File: src/rtl/uart_fifo_pkg.sv
// Shared defaults and types for the UART receive FIFO and the host status register.
// Latency: n/a (types and constants only).
// Backpressure: n/a.
package uart_fifo_pkg;

    localparam int DEF_DATA_BITS  = 8;
    localparam int DEF_FIFO_WIDTH = 4;

    // Entry count for a given pointer width.
    function automatic int fifo_depth(input int width);
        return 1 << width;
    endfunction

    localparam int DEF_DEPTH = fifo_depth(DEF_FIFO_WIDTH);

    // Occupancy needs one extra bit so that a completely full FIFO (DEPTH) is representable.
    typedef logic [DEF_FIFO_WIDTH:0] fifo_count_t;

endpackage

File: src/rtl/fifo_ram_2p.sv
// Storage array: one synchronous write port, one asynchronous read port, contents not reset.
// Latency: write visible on the read port after the write edge; read is combinational.
// Backpressure: none; the caller decides when a write is legal.
//
// Ports: clk, we/waddr/wdata (write port), raddr/rdata (read port).
module fifo_ram_2p #(
    parameter int DATA_BITS = 8,
    parameter int ADDR_BITS = 4
) (
    input  logic                 clk,
    input  logic                 we,
    input  logic [ADDR_BITS-1:0] waddr,
    input  logic [DATA_BITS-1:0] wdata,
    input  logic [ADDR_BITS-1:0] raddr,
    output logic [DATA_BITS-1:0] rdata
);

    logic [DATA_BITS-1:0] mem [2**ADDR_BITS];

    always_ff @(posedge clk) begin
        if (we) begin
            mem[waddr] <= wdata;
        end
    end

    // Read is taken before the edge, so a same-edge write to the same slot returns the old entry.
    assign rdata = mem[raddr];

endmodule

File: src/rtl/uart_rx_fifo.sv
// Clocked receive FIFO between the UART receiver and the host read port, with flush and freeze.
// Latency: a push is poppable after one edge; Data_Out is updated on the edge that samples Pop_Data.
// Backpressure: none; a write into a full FIFO is dropped and flagged, a pop while empty is flagged.
//
// Ports: clk, rst (async active-high); Rx_Data/Data_Rdy write side; Pop_Data/Data_Out read side;
//        Flush, BIST_Mode control; FIFO_Empty/Full/Overflow/Underflow/Count status.
module uart_rx_fifo
    import uart_fifo_pkg::*;
#(
    parameter int DATA_BITS   = DEF_DATA_BITS,
    parameter int FIFO_WIDTH  = DEF_FIFO_WIDTH,
    parameter int FULL_THRESH = 2**(FIFO_WIDTH-1)
) (
    input  logic                  clk,
    input  logic                  rst,
    input  logic [DATA_BITS-1:0]  Rx_Data,
    input  logic                  Data_Rdy,
    input  logic                  Pop_Data,
    input  logic                  Flush,
    input  logic                  BIST_Mode,
    output logic                  FIFO_Empty,
    output logic                  FIFO_Full,
    output logic                  FIFO_Overflow,
    output logic                  FIFO_Underflow,
    output logic [FIFO_WIDTH:0]   FIFO_Count,
    output logic [DATA_BITS-1:0]  Data_Out
);

    localparam int CNT_W = FIFO_WIDTH + 1;
    localparam int DEPTH = fifo_depth(FIFO_WIDTH);

    localparam logic [CNT_W-1:0]      DEPTH_CNT  = CNT_W'(DEPTH);
    localparam logic [CNT_W-1:0]      THRESH_CNT = CNT_W'(FULL_THRESH);
    localparam logic [CNT_W-1:0]      CNT_ONE    = 1;
    localparam logic [FIFO_WIDTH-1:0] PTR_ONE    = 1;

    logic [FIFO_WIDTH-1:0] wp;
    logic [FIFO_WIDTH-1:0] rp;
    logic [CNT_W-1:0]      count;
    logic [CNT_W-1:0]      count_nxt;
    logic [DATA_BITS-1:0]  rd_data;

    logic active;
    logic flush_en;
    logic is_empty;
    logic is_full;
    logic do_wr;
    logic do_rd;
    logic ovf_set;
    logic udf_set;

    // BIST freezes everything; Flush outranks normal traffic.
    assign active   = !BIST_Mode && !Flush;
    assign flush_en = !BIST_Mode && Flush;
    assign is_empty = (count == '0);
    assign is_full  = (count == DEPTH_CNT);

    // A pop at full frees a slot in the same edge, so push+pop at full is not an overflow.
    // Push+pop at empty only writes: there is no bypass from Rx_Data to Data_Out.
    assign do_rd   = active && Pop_Data && !is_empty;
    assign do_wr   = active && Data_Rdy && (!is_full || do_rd);
    assign ovf_set = active && Data_Rdy && !do_wr;
    assign udf_set = active && Pop_Data && is_empty;

    always_comb begin
        count_nxt = count;
        case ({do_wr, do_rd})
            2'b10:   count_nxt = count + CNT_ONE;
            2'b01:   count_nxt = count - CNT_ONE;
            default: count_nxt = count;
        endcase
    end

    always_ff @(posedge clk or posedge rst) begin
        if (rst) begin
            wp             <= '0;
            rp             <= '0;
            count          <= '0;
            FIFO_Overflow  <= 1'b0;
            FIFO_Underflow <= 1'b0;
            Data_Out       <= '0;
        end else if (flush_en) begin
            wp             <= '0;
            rp             <= '0;
            count          <= '0;
            FIFO_Overflow  <= 1'b0;
            FIFO_Underflow <= 1'b0;
        end else begin
            count <= count_nxt;
            if (do_wr) begin
                wp <= wp + PTR_ONE;
            end
            if (do_rd) begin
                rp       <= rp + PTR_ONE;
                Data_Out <= rd_data;
            end
            if (do_rd) begin
                FIFO_Overflow <= 1'b0;
            end else if (ovf_set) begin
                FIFO_Overflow <= 1'b1;
            end
            if (udf_set) begin
                FIFO_Underflow <= 1'b1;
            end
        end
    end

    fifo_ram_2p #(
        .DATA_BITS (DATA_BITS),
        .ADDR_BITS (FIFO_WIDTH)
    ) u_ram (
        .clk   (clk),
        .we    (do_wr),
        .waddr (wp),
        .wdata (Rx_Data),
        .raddr (rp),
        .rdata (rd_data)
    );

    assign FIFO_Count = count;
    assign FIFO_Empty = is_empty;
    assign FIFO_Full  = (count >= THRESH_CNT);

endmodule

File: config.mk
export PLATFORM = sky130hd
export DESIGN_NAME = uart_rx_fifo
export DESIGN_NICKNAME = d
export VERILOG_FILES = /design/src/rtl/uart_fifo_pkg.sv /design/src/rtl/fifo_ram_2p.sv /design/src/rtl/uart_rx_fifo.sv
export SDC_FILE = /design/constraint.sdc
export NUM_CORES = 1
export LEC_CHECK = 0
export ABC_AREA = 1
export CORE_AREA = 8 8 157 159
export DETAILED_ROUTE_END_ITERATION = 8
export DIE_AREA = 0 0 165 167
export PLACE_DENSITY_LB_ADDON = 0.2
export SLEW_MARGIN = 40
export SYNTH_ARGS = -nofsm -noshare
export SYNTH_HDL_FRONTEND = slang
export SYNTH_SLANG_ARGS = --single-unit
File: constraint.sdc
create_clock -name clk -period 4.65 [get_ports clk]
set_input_delay 0.6975 -clock clk [delete_from_list [all_inputs] [get_ports clk]]
set_output_delay 0.6975 -clock clk [all_outputs]
set_load 0.1 [all_outputs]
-- Yosys cells after proc, flatten, opt, wreduce, memory -nomap -nowiden
Memory sizes are Yosys's and may differ from the RTL's. A register that Yosys moved wholly into a read port is not among the register bits.
Cells that the tools add are included.
- register bits: 15
- bits in writable memories: 128
- input bits: 14
- output and inout bits: 17
- logic and storage cells: 49
- memories kept: 1
- memory list (memory ; depth ; width ; read ports ; clocked after Yosys merged registers in ; wr ports ; RTL line ; RTL):
    u_ram.mem ; 16 ; 8 ; 1 ; 1 ; 1 ; fifo_ram_2p.sv:18 ; logic [DATA_BITS-1:0] mem [2**ADDR_BITS];
- $add $sub $neg: 4
- $lt $le $gt $ge: 1
- equal/unequal tests: 3
- mux-type cells: 13
- bitwise gates (word level): 1
- reduce and logical (&&, ||, !) cells: 21
- operator list (operator ; count):
    two-way mux 4 bit ; 4
    case mux 5 bit (2 select lines) ; 1
    adder 4 x 1 -> 4 bit (second input constant) ; 2
    logical AND 1 bit ; 8
    two-way mux 1 bit ; 7
    nonzero test 2 bit ; 3
    nonzero test 3 bit ; 2
    adder 5 x 1 -> 5 bit (second input constant) ; 1
    equality test 5 bit (second input constant) ; 1
    greater-or-equal comparator 5 x 4 -> 1 bit (second input constant) ; 1
    zero test 1 bit ; 5
    zero test 5 bit ; 1
    two-way mux 5 bit ; 1
    subtractor 5 x 1 -> 5 bit (second input constant) ; 1
    equality test 2 x 1 -> 1 bit (second input constant) ; 1
    equality test 2 bit (second input constant) ; 1
    AND reduction 2 bit ; 1
    logical OR 1 bit ; 1
    inverter 1 bit ; 1

-- Depth between registers and ports, before layout
Gate-level depths: netlist of the first run.
- word-level depth: 11
- gate-level depth with buffers: 14
- depth with buffers taken out: 14

-- Cells and area by module
Synthesis of the first run repeated with hierarchy kept, for this count alone.
- cells, all modules: 690
- area total of the unflattened synthesis: 6862.8 um^2
- by module, submodules not included (module ; instances ; cells each ; area each (um^2)):
    fifo_ram_2p ; 1 ; 543 ; 5606.6
    uart_rx_fifo ; 1 ; 147 ; 1256.2

-- Least setup slack after synthesis of the first run
No wires, ideal clock.
- path kind: reg2out
- start point: reg count[1], in the netlist FIFO_Count[1]
- end point: out FIFO_Empty
- arrival time: 1.820 ns
- required time: 3.953 ns
- path slack: 2.133 ns
- stages on the path, launching flop included: 4
- path buffers: 0
- cell sequence: dfrtp_1 > nor2_1 > nand3_2 > inv_1
- cells in the longest elaborated chain, start to end: 1
- RTL lines (element ; RTL line ; RTL):
    start: declaration ; uart_rx_fifo.sv:39 ; logic [CNT_W-1:0] count;
    start signal: assignment ; uart_rx_fifo.sv:89 ; count <= count_nxt;
    zero test 5 bit ; uart_rx_fifo.sv:55 ; assign is_empty = (count == '0);
    end: declaration ; uart_rx_fifo.sv:21 ; output logic FIFO_Empty,
No other way between the ends.

-- Final worst setup path of the first run
- start point: in Flush
- end point: mem u_ram.mem[14][2] (enable)
- cells in the longest elaborated chain, start to end: 8
- elaborated cells on any way between the ends: 9
- those cells by class: mux: 2; reduce/logical: 7
- RTL lines (element ; RTL line ; RTL):
    start: declaration ; uart_rx_fifo.sv:19 ; input logic Flush,
    zero test 1 bit (*) ; uart_rx_fifo.sv:53 ; assign active = !BIST_Mode && !Flush;
    logical AND 1 bit (*) ; uart_rx_fifo.sv:53 ;
    logical AND 1 bit (2 in a row) ; uart_rx_fifo.sv:60 ; assign do_rd = active && Pop_Data && !is_empty;
    logical OR 1 bit ; uart_rx_fifo.sv:61 ; assign do_wr = active && Data_Rdy && (!is_full || do_rd);
    logical AND 1 bit (*) ; uart_rx_fifo.sv:61 ;
    two-way mux 1 bit (*) ; fifo_ram_2p.sv:21 ; if (we) begin
    two-way mux 1 bit (implied by the code) (*) ; fifo_ram_2p.sv:22 ; mem[waddr] <= wdata;
    end: declaration ; fifo_ram_2p.sv:18 ;
Every way passes the cells marked *; elsewhere a longest branch is shown, timed or not.

==> impl_metrics.toml, run 1 <==
[synth]
synth_edf_count = 128
ys_seq_area_frac = 0.6550
synth_warnings = 0
ys_seq_elements = 151
synthTopCellsByArea = "edfxtp_1 (57%), nand2_1 (14%), dfrtp_1 (8.5%)"
synth_area_um2 = 6746
yosys.area.top_type = "edfxtp_1"
async_flop_share = 0.1523
yosysMostFrequentCell = "nand2_1"
syn-num-nets = 701
synthTopCellsByCount = "nand2_1 (256), edfxtp_1 (128), nand3_1 (92)"
synth_cell_type_count = 32
synth_ff_type = "edfxtp_1"
yosys.area.top_type_share = 0.5697
netlist_instances = 678
synth_area_per_cell_um2 = 9.951

[status]
status = "completed"

[placed_design]
hpwl_um = 11600
routabilityCongestion = 0.8471
numPortBuffers = 30

[power_and_ir_drop]
power_density_nw_per_um2 = 458.7
leakage_nw = 3.334
vdd_ir_drop_max_uv = 238.2
design_power_total_w = 0.003542

[clocking]
ctsResizeCount = 0
htreeDepth = 4
cts_tree = "done"
cts_setup_buffers = 0
cts_hold_buffers = 0
clockBufferDepth = 2
numCtsBuffers = 17
clock_latency_ps = 420
clock-sinks = 151
cts-root-buf = "clkbuf_16"
clkTransAtPathRegs_ps = 60

[grt]
grt_max_degree = 68
grt_pass1_wl_um = 26640
grt_pass1_vias = 4636
track_usage = 0.1301
antenna_found_initial = 0
overflow = 0

[floorplan]
core_um2 = 22230
row_count = 55
die_x_um = 165
die_area_um2 = 27560
start_util = 0.3035
fp.dieH_um = 167
io_pins = 31

[timing]
setup_viol = 0
relSlewSlack = 0.5345
period_needed_ps = 2699
worst_pin_slew_ps = 695.6
report.final.slew_viol_count = 0
hold_viol = 0
fin_skew_ps = 8.052
rsz0062_at_grt = "false"
fmax_mhz = 370.5
setup_tns_ps = 0
fin_crit_sh = 0.5804

[drt]
viasPerCell = 4.525
post_drt_wl_per_cell_um = 17.31
dr_total_vias = 4525
first_iter_violations = 303
post-route-drc-count = 0
wirelength_um = 17310
ant_nets = 0
first_pass_iters = 5

[critical_path]
cp_cell_sequence = "clkdlybuf4s50_1 > nor3b_4 > o21ai_1 > inv_1 > nand2_1 > nor2_1"
r2r_slack_ps = 2440
slowest_delay_ps = 590
critPathBufInv = 2
startpoint_type = "input port"
worstSetupPathType = "in -> reg"
cp_data_required_time_ps = 4710
cp-end-kind = "flip-flop"
cp_slowest_cell = "nor2_1"
worstSetupPathDepth = 6
cp.arrival_ps = 2760
cp_max_fo = 8
worstRegToRegCells = 6
critical_path.top_delay_family = "simple AND/OR/NAND/NOR gates"

[layout]
syn2layout_area_growth_pct = 14.47
drive_above_1_share = 0.09790
num_antenna_cells = 0
nets = 725

[min_path]
worstHoldPathType = "reg -> reg"
hold_depth = 2

[job]
max-cap-violations = 0
worst register-to-register path: cells and delay by family, from the launching register on:
kind / cells / cell delay (ps)
compound gates: 1 / 110
simple gates: 4 / 1080
buf+inv: 1 / 230
flops: 1 / 430
logic make-up after synthesis:
| group | after synthesis | share of synthesized area |
|---|---|---|
| AO/OA/AOI/OAI | 13 | 0.01113 |
| flip-flops | 151 | 0.6550 |
| XOR/XNOR | 4 | 0.005194 |
| buffers and inverters | 115 | 0.06992 |
| adder cells (fa/ha/maj) | 9 | 0.01780 |
| AND/OR/NAND/NOR | 386 | 0.2409 |
area by class of cell:
class	instances	area (um^2)
Inverter	88	332.8
Clock inverter	11	126.4
Sequential cell	151	4420
Timing Repair Buffer	32	190.2
Fill cell	2226	14510
Tap cell	285	356.6
Multi-Input combinational cell	412	1856
Clock buffer	21	440.4
report_power, final:
group | internal [W] | switching (W) | leakage, nW | total [W]
combinational | 0.000112 | 0.000553 | 1.61 | 0.000665
clock | 0.000790 | 0.000532 | 0.264 | 0.00132
sequential | 0.00152 | 0.0000348 | 1.46 | 0.00155
total | 0.00242 | 0.00112 | 3.33 | 0.00354
state kept, by name (all words and copies together) (netlist names):
signal,cells
wp,4
FIFO_Overflow,1
u_ram.mem,128
FIFO_Count,5
FIFO_Underflow,1
Data_Out,8
rp,4
per-stage QoR:
step | instance area [um^2] | utilization | cells | hold slack (ps) | worst slack [ps]
global route | 7722 | 0.3474 | 1000 | 536.1 | 1772
detailed placement | 7156 | 0.3219 | 968 | 480.4 | 1512
floorplan | 6746 | - | 678 | 558.1 | 2133
global placement | 7278 | 0.3274 | 968 | 474.5 | 1581
finish | 7722 | 0.3474 | 1000 | 484.7 | 1951
CTS | 7722 | 0.3474 | 1000 | 493.4 | 1962
cell usage in the layout, fill, tap and decap left out, types with 2 or more instances in the layout:
| cell type | count |
|---|---|
| dfrtp_1 | 22 |
| clkinv_2 | 2 |
| inv_2 | 4 |
| nand4_1 | 2 |
| edfxtp_1 | 128 |
| ha_1 | 8 |
| xnor2_1 | 2 |
| buf_2 | 25 |
| nor2_1 | 27 |
| clkinv_4 | 2 |
| o21ai_0 | 5 |
| bufinv_16 | 2 |
| clkdlybuf4s50_1 | 5 |
| inv_1 | 82 |
| buf_4 | 2 |
| a21oi_1 | 3 |
| o21ai_1 | 2 |
| nand2_1 | 256 |
| nand3_2 | 2 |
| xor2_1 | 2 |
| nand3_1 | 92 |
| clkbuf_16 | 17 |
| clkinvlp_4 | 4 |
| clkbuf_1 | 4 |
worst paths after layout:
| check | startpoint | end |
|---|---|---|
| max in group asynchronous | rst | rp[0] |
| hold reg to reg | Data_Out[0] | Data_Out[0] |
| hold / removal | Data_Out[0] | Data_Out[0] |
| min in group asynchronous | rst | FIFO_Count[0] |
| setup reg to reg | FIFO_Count[1] | u_ram.mem[14][2] |
| setup / recovery | Flush | u_ram.mem[14][2] |
routing by layer:
layer,up-vias,GRT usage,part of all wire
met3,25,0.02515,0.033
met4,0,0.05212,0.023
li1,2242,-,-
met2,92,0.2191,0.51
met1,2166,0.1596,0.43
met5,-,0,0
Note: power is estimated with default switching activity, not from simulation.
==> inputs of run 2 (changes only) <==
==> constraint.sdc (replaced) <==
create_clock -name clk -period 2.45 [get_ports clk]
set_input_delay 0.3675 -clock clk [delete_from_list [all_inputs] [get_ports clk]]
set_output_delay 0.3675 -clock clk [all_outputs]
set_load 0.1 [all_outputs]
==> run 2 against run 1 <==
Effect of this change: sequential share of layout area fell by 2.7 points; critical path depth grew 7; critical endpoint is now FIFO_Count[4]; global-route usage increased by 0.32 points; combinational power increased by 100%; core utilization increased by 1.7 points; hold slack worse by 200 ps; largest cell class unchanged; power rose by 98%.
==> impl_metrics.toml, run 2 (synthesis results as in run 1) <==
[critical_path]
startpoint = "FIFO_Count[1]"
cp-end-kind = "flip-flop"
cp_max_fo = 6
r2r_start = "FIFO_Count[1]"
crit_top_cell = "nand2_1"
r2r_slack_ps = 430
cp_cell_sequence = "nor2_1 > nand3_2 > nand3_4 > inv_1 > ha_1 > a21oi_1 > nand2_1 > nand2_1 > nand2_1 > nor2_1 > nor2_1 > nand2_1 > nand2_1"
startpoint_type = "flip-flop"
cp_data_required_time_ps = 2760
critical_path.top_delay_family = "simple AND/OR/NAND/NOR gates"
slowest_delay_ps = 440
critPathBufInv = 1
cp_slowest_cell = "dfrtp_1"
worstSetupPathType = "reg -> reg"
cp.arrival_ps = 2330

[power_and_ir_drop]
combPwrFrac = 0.193
power.share.sequential = 0.422
p_int_w = 0.004887
vdd_ir_drop_max_uv = 490.6
design_power_total_w = 0.007013
power_density_nw_per_um2 = 864.7
switching_share = 0.3031
power.share.clock = 0.386
p_switching_w = 0.002126
leakage_nw = 3.540

[floorplan]
die_area_um2 = 27560
core_um2 = 22230
fp.dieH_um = 167
start_util = 0.3035
io_pins = 31
die_x_um = 165
row_count = 55

[layout]
final_cell_mix = "nand2_1 (256), edfxtp_1 (128), nand3_1 (92), inv_1 (83), buf_4 (51)"
nets = 758
drive_above_1_share = 0.1257
largest_register_ff_count = 128
regMostFlops = "u_ram.mem"
num_antenna_cells = 0
syn2layout_area_growth_pct = 20.22
multi_input_area_um2 = 1856
nFillCells = 2196
layout_commonest_cell = "nand2_1"
instances_no_fill = 1033
seqCellArea_um2 = 4420

[clocking]
clkTransAtPathRegs_ps = 60
cts_setup_buffers = 0
ctsResizeCount = 0
numCtsBuffers = 17
clock-sinks = 151
cts-root-buf = "clkbuf_16"
clockBufferDepth = 2
clock_latency_ps = 420
cts_tree = "done"
cts_hold_buffers = 0
htreeDepth = 4

[job]
max-cap-violations = 0

[timing]
setup_tns_ps = 0
layout_setup_ws_ps = 427.6
period_needed_ps = 2022
report.final.slew_viol_count = 0
hold_viol = 0
fin_crit_sh = 0.8255
fin_skew_ps = 7.534
relSlewSlack = 0.5540
rsz0062_at_grt = "false"
fmax_mhz = 494.5
setup_viol = 0
worst_pin_slew_ps = 669.0

[grt]
antenna_found_initial = 1
overflow = 0
track_usage = 0.1332
grt_max_degree = 40
grt_pass1_wl_um = 27450
grt_pass1_vias = 4947

[placed_design]
dp_worst_setup_slack_ps = 38.26
numPortBuffers = 30
routabilityCongestion = 0.8356
hpwl_um = 12040
place_inst = 1001

[drt]
post_drt_wl_per_cell_um = 16.72
dr_total_vias = 4659
viasPerCell = 4.510
ant_nets = 0
first_pass_iters = 5
post-route-drc-count = 0
first_iter_violations = 400
wirelength_um = 17270

[min_path]
worstHoldPathType = "in -> async"

[status]
status = "completed"
## run 2: cell count changes in the layout (fill, tap and decap cells not counted), moves of 2 or more
cell             previous run  this run
buf_4                       2        51
buf_2                      25         0
clkdlybuf4s50_1             5        13
bufinv_16                   2         4
## run 2: power by group through the flow
stage | combinational [W] | clock [W] | sequential, W
CTS | 0.00137 | 0.00277 | 0.00296
floorplan | 0.000440 | 0 | 0.00353
global route | 0.00145 | 0.00286 | 0.00297
global placement | 0.00137 | 0 | 0.00301
detailed placement | 0.00137 | 0 | 0.00301
finish | 0.00135 | 0.00270 | 0.00296
## run 2: worst paths after layout
path                       cells past startpoint             to
max in group asynchronous                      3          rp[0]
min in group clk                               2    Data_Out[5]
max                                           13  FIFO_Count[4]
min reg2reg                                    2    Data_Out[5]
max reg2reg                                   13  FIFO_Count[4]
min                                            3    Data_Out[5]
## run 2: metal layers
metal  share of wire  global-route usage  vias up  routed length (um)
li1                -                   -     2305                   -
met1            0.42              0.1581     2237                7235
met2            0.53              0.2317       93                9071
met3           0.036             0.02959       24                 623
met4           0.020             0.04506        0                 344
met5               0                   0        -                   0
## run 2: worst min-delay path, stage by stage
cell and delay (ps):
clkdlybuf4s50_1 390, inv_1 50, buf_4 280
## run 2: cell type report
class                      instances  share of cell area
tap                              285             0.04397
sequential                       151              0.5450
multi-input combinational        412              0.2288
timing repair buffer              65             0.06572
inverter                          88             0.04073
clock inverter                    11             0.02144
clock buffer                      21             0.05430
## run 2: per-stage QoR
| stage | hold slack [ps] | instance area [um^2] | util |
|---|---|---|---|
| 2_1_floorplan | 369.4 | 6746 | - |
| 3_3_place_gp | 488.1 | 7496 | 0.3372 |
| 3_5_place_dp | 472.1 | 7496 | 0.3372 |
| 4_1_cts | 278.7 | 8110 | 0.3649 |
| 5_1_grt | 328.9 | 8110 | 0.3649 |
| 6_report | 282.8 | 8110 | 0.3649 |
==> inputs of run 3 (changes only) <==
==> constraint.sdc (replaced) <==
create_clock -name clk -period 1.63 [get_ports clk]
set_input_delay 0.2445 -clock clk [delete_from_list [all_inputs] [get_ports clk]]
set_output_delay 0.2445 -clock clk [all_outputs]
set_load 0.1 [all_outputs]
==> run 3 against run 2 <==
Effect of this change: the run now ends with negative setup slack left; combinational power is 91% higher; sequential power grew 52%; via count grew 2.3%; largest cell class unchanged; global-route usage shrank 0.24 points; register-to-register slack lost 620 ps.
==> impl_metrics.toml, run 3 (synthesis results as in run 1) <==
[drt]
dr_total_vias = 4767
ant_nets = 0
dr_wl_met3_um = 550
first_pass_iters = 5
wirelength_um = 17170
wl_met2_um = 8418
post_drt_wl_per_cell_um = 16.34
post-route-drc-count = 0
topRoutingLayerUsed = "met4"
first_iter_violations = 491
wl_met1_um = 7965
viasPerCell = 4.536

[min_path]
worstHoldPathType = "in -> async"

[layout]
final_cell_mix = "nand2_1 (249), edfxtp_1 (128), nand3_1 (90), inv_1 (79), buf_4 (39)"
final_util = 0.3981
stdcell_area_um2 = 8848
regMostFlops = "u_ram.mem"
drive_above_1_share = 0.1997
largest_register_ff_count = 128
multi_input_area_um2 = 2146
nFillCells = 2145
syn2layout_area_growth_pct = 31.16
layout_commonest_cell = "nand2_1"
num_antenna_cells = 0
seqCellArea_um2 = 4439
nets = 776

[floorplan]
fp.dieH_um = 167
die_area_um2 = 27560
core_um2 = 22230
start_util = 0.3035
row_count = 55
die_x_um = 165
io_pins = 31

[timing]
worst_pin_slew_ps = 460.9
hold_viol = 0
setup_viol = 123
fin_crit_sh = 1.160
period_needed_ps = 1890
fmax_mhz = 529.0
rsz0062_at_grt = "true"
layout_setup_ws_ps = -260.5
fin_skew_ps = 8.767
relSlewSlack = 0.6920
report.final.slew_viol_count = 0

[clocking]
htreeDepth = 4
numCtsBuffers = 17
clock-sinks = 151
cts-root-buf = "clkbuf_16"
clkTransAtPathRegs_ps = 60
clockBufferDepth = 2
cts_hold_buffers = 0
clock_latency_ps = 420
cts_tree = "done"

[power_and_ir_drop]
design_power_total_w = 0.01084
power_density_nw_per_um2 = 1225
vdd_ir_drop_max_uv = 751.9
leakage_nw = 3.695

[status]
violations = "negative setup slack"
status = "finished, violations left"

[grt]
grt_pass1_wl_um = 27050
antenna_found_initial = 0
grt_pass1_vias = 4848
track_usage = 0.1309
grt_max_degree = 68
overflow = 0

[placed_design]
postPlaceCellArea_um2 = 8114
numPortBuffers = 30
hpwl_um = 12040
routabilityCongestion = 0.8688

[critical_path]
startpoint_type = "flip-flop"
worstSetupPathType = "reg -> out"
cp_cell_sequence = "nor2_4 > nand3_4 > buf_4 > buf_6 > inv_4 > buf_12"
slowest_delay_ps = 490
cp_data_required_time_ps = 1390
cp_max_fo = 2
cp-end-kind = "output pin"
cp.arrival_ps = 1650
critPathBufInv = 4
critical_path.top_delay_family = "flip-flops"
cp_slowest_cell = "dfrtp_4"

[job]
max-cap-violations = 0
==> run 3: cell types whose count changed in the layout (fill, tap and decap cells not counted), moves of 5 or more <==
cell / delta
nor2_1: -17
dfrtp_1: -5
nand2_1: -7
buf_6: +5
dfrtp_4: +5
nor2_4: +18
buf_12: +25
buf_4: -12
inv_4: +5
==> run 3: cell type report <==
type | count | share of cell area
clock inverters | 12 | 0.01442
multi-input cells | 412 | 0.2425
repair buffers | 83 | 0.1130
clock buffers | 20 | 0.04935
flip-flops and latches | 151 | 0.5017
inverters | 88 | 0.03874
well taps | 285 | 0.04030
==> run 3: worst register-to-register path, cell delays in order (launching register included) <==
cell	delay [ps]
dfrtp_4	490
nor2_4	160
nand3_4	100
nand3_4	100
inv_4	60
buf_4	140
ha_4	250
nand3_2	80
nand2_2	80
xnor2_1	100
inv_1	50
nand2_1	60
nand2_1	50
==> run 3: path summary, 6_finish.rpt <==
| path | startpoint | endpoint | slack, ps | cells past startpoint |
|---|---|---|---|---|
| worst max-delay path | FIFO_Count[1] | FIFO_Empty | -260 | 6 |
| worst min-delay path | rst | FIFO_Count[3] | 180 | 3 |
| worst max register to register | FIFO_Count[1] | FIFO_Count[3] | -190 | 12 |
| worst min register to register | Data_Out[1] | Data_Out[1] | 540 | 2 |
| max in group asynchronous | rst | FIFO_Count[4] | 1180 | 3 |
| min in group clk | Data_Out[1] | Data_Out[1] | 540 | 2 |
==> run 3: metal layers <==
layer  up-vias  GRT usage
met5         -          0
li1       2357          -
met4         0    0.04624
met3        22    0.02392
met2       100     0.2143
met1      2288     0.1692
==> run 3: power by group <==
| group | total [W] | internal [W] | switching (W) |
|---|---|---|---|
| Clock | 0.00378 | 0.00225 | 0.00153 |
| Sequential | 0.00449 | 0.00434 | 0.000148 |
| Combinational | 0.00258 | 0.000897 | 0.00168 |
| Total | 0.0108 | 0.00748 | 0.00336 |
==> run 3: stage by stage <==
stage | setup TNS [ps] | instances | hold slack, ps | setup WS, ps
finish | -1752 | 1051 | 183.7 | -260.5
global route | -14010 | 1051 | 212.6 | -325.7
floorplan | -18410 | 678 | 246.5 | -291.8
detailed placement | -78370 | 1012 | 531.3 | -612.2
global placement | -68600 | 1012 | 528.5 | -538.3
CTS | -3724 | 1048 | 188.2 | -166.9
==> run 3: what timing repair did <==
action                     4_1_cts  5_1_grt
cloned                           0        0
resized for setup               16       10
setup endpoints to repair      132      142
buffers inserted                 4        3
pin swaps                        7        7
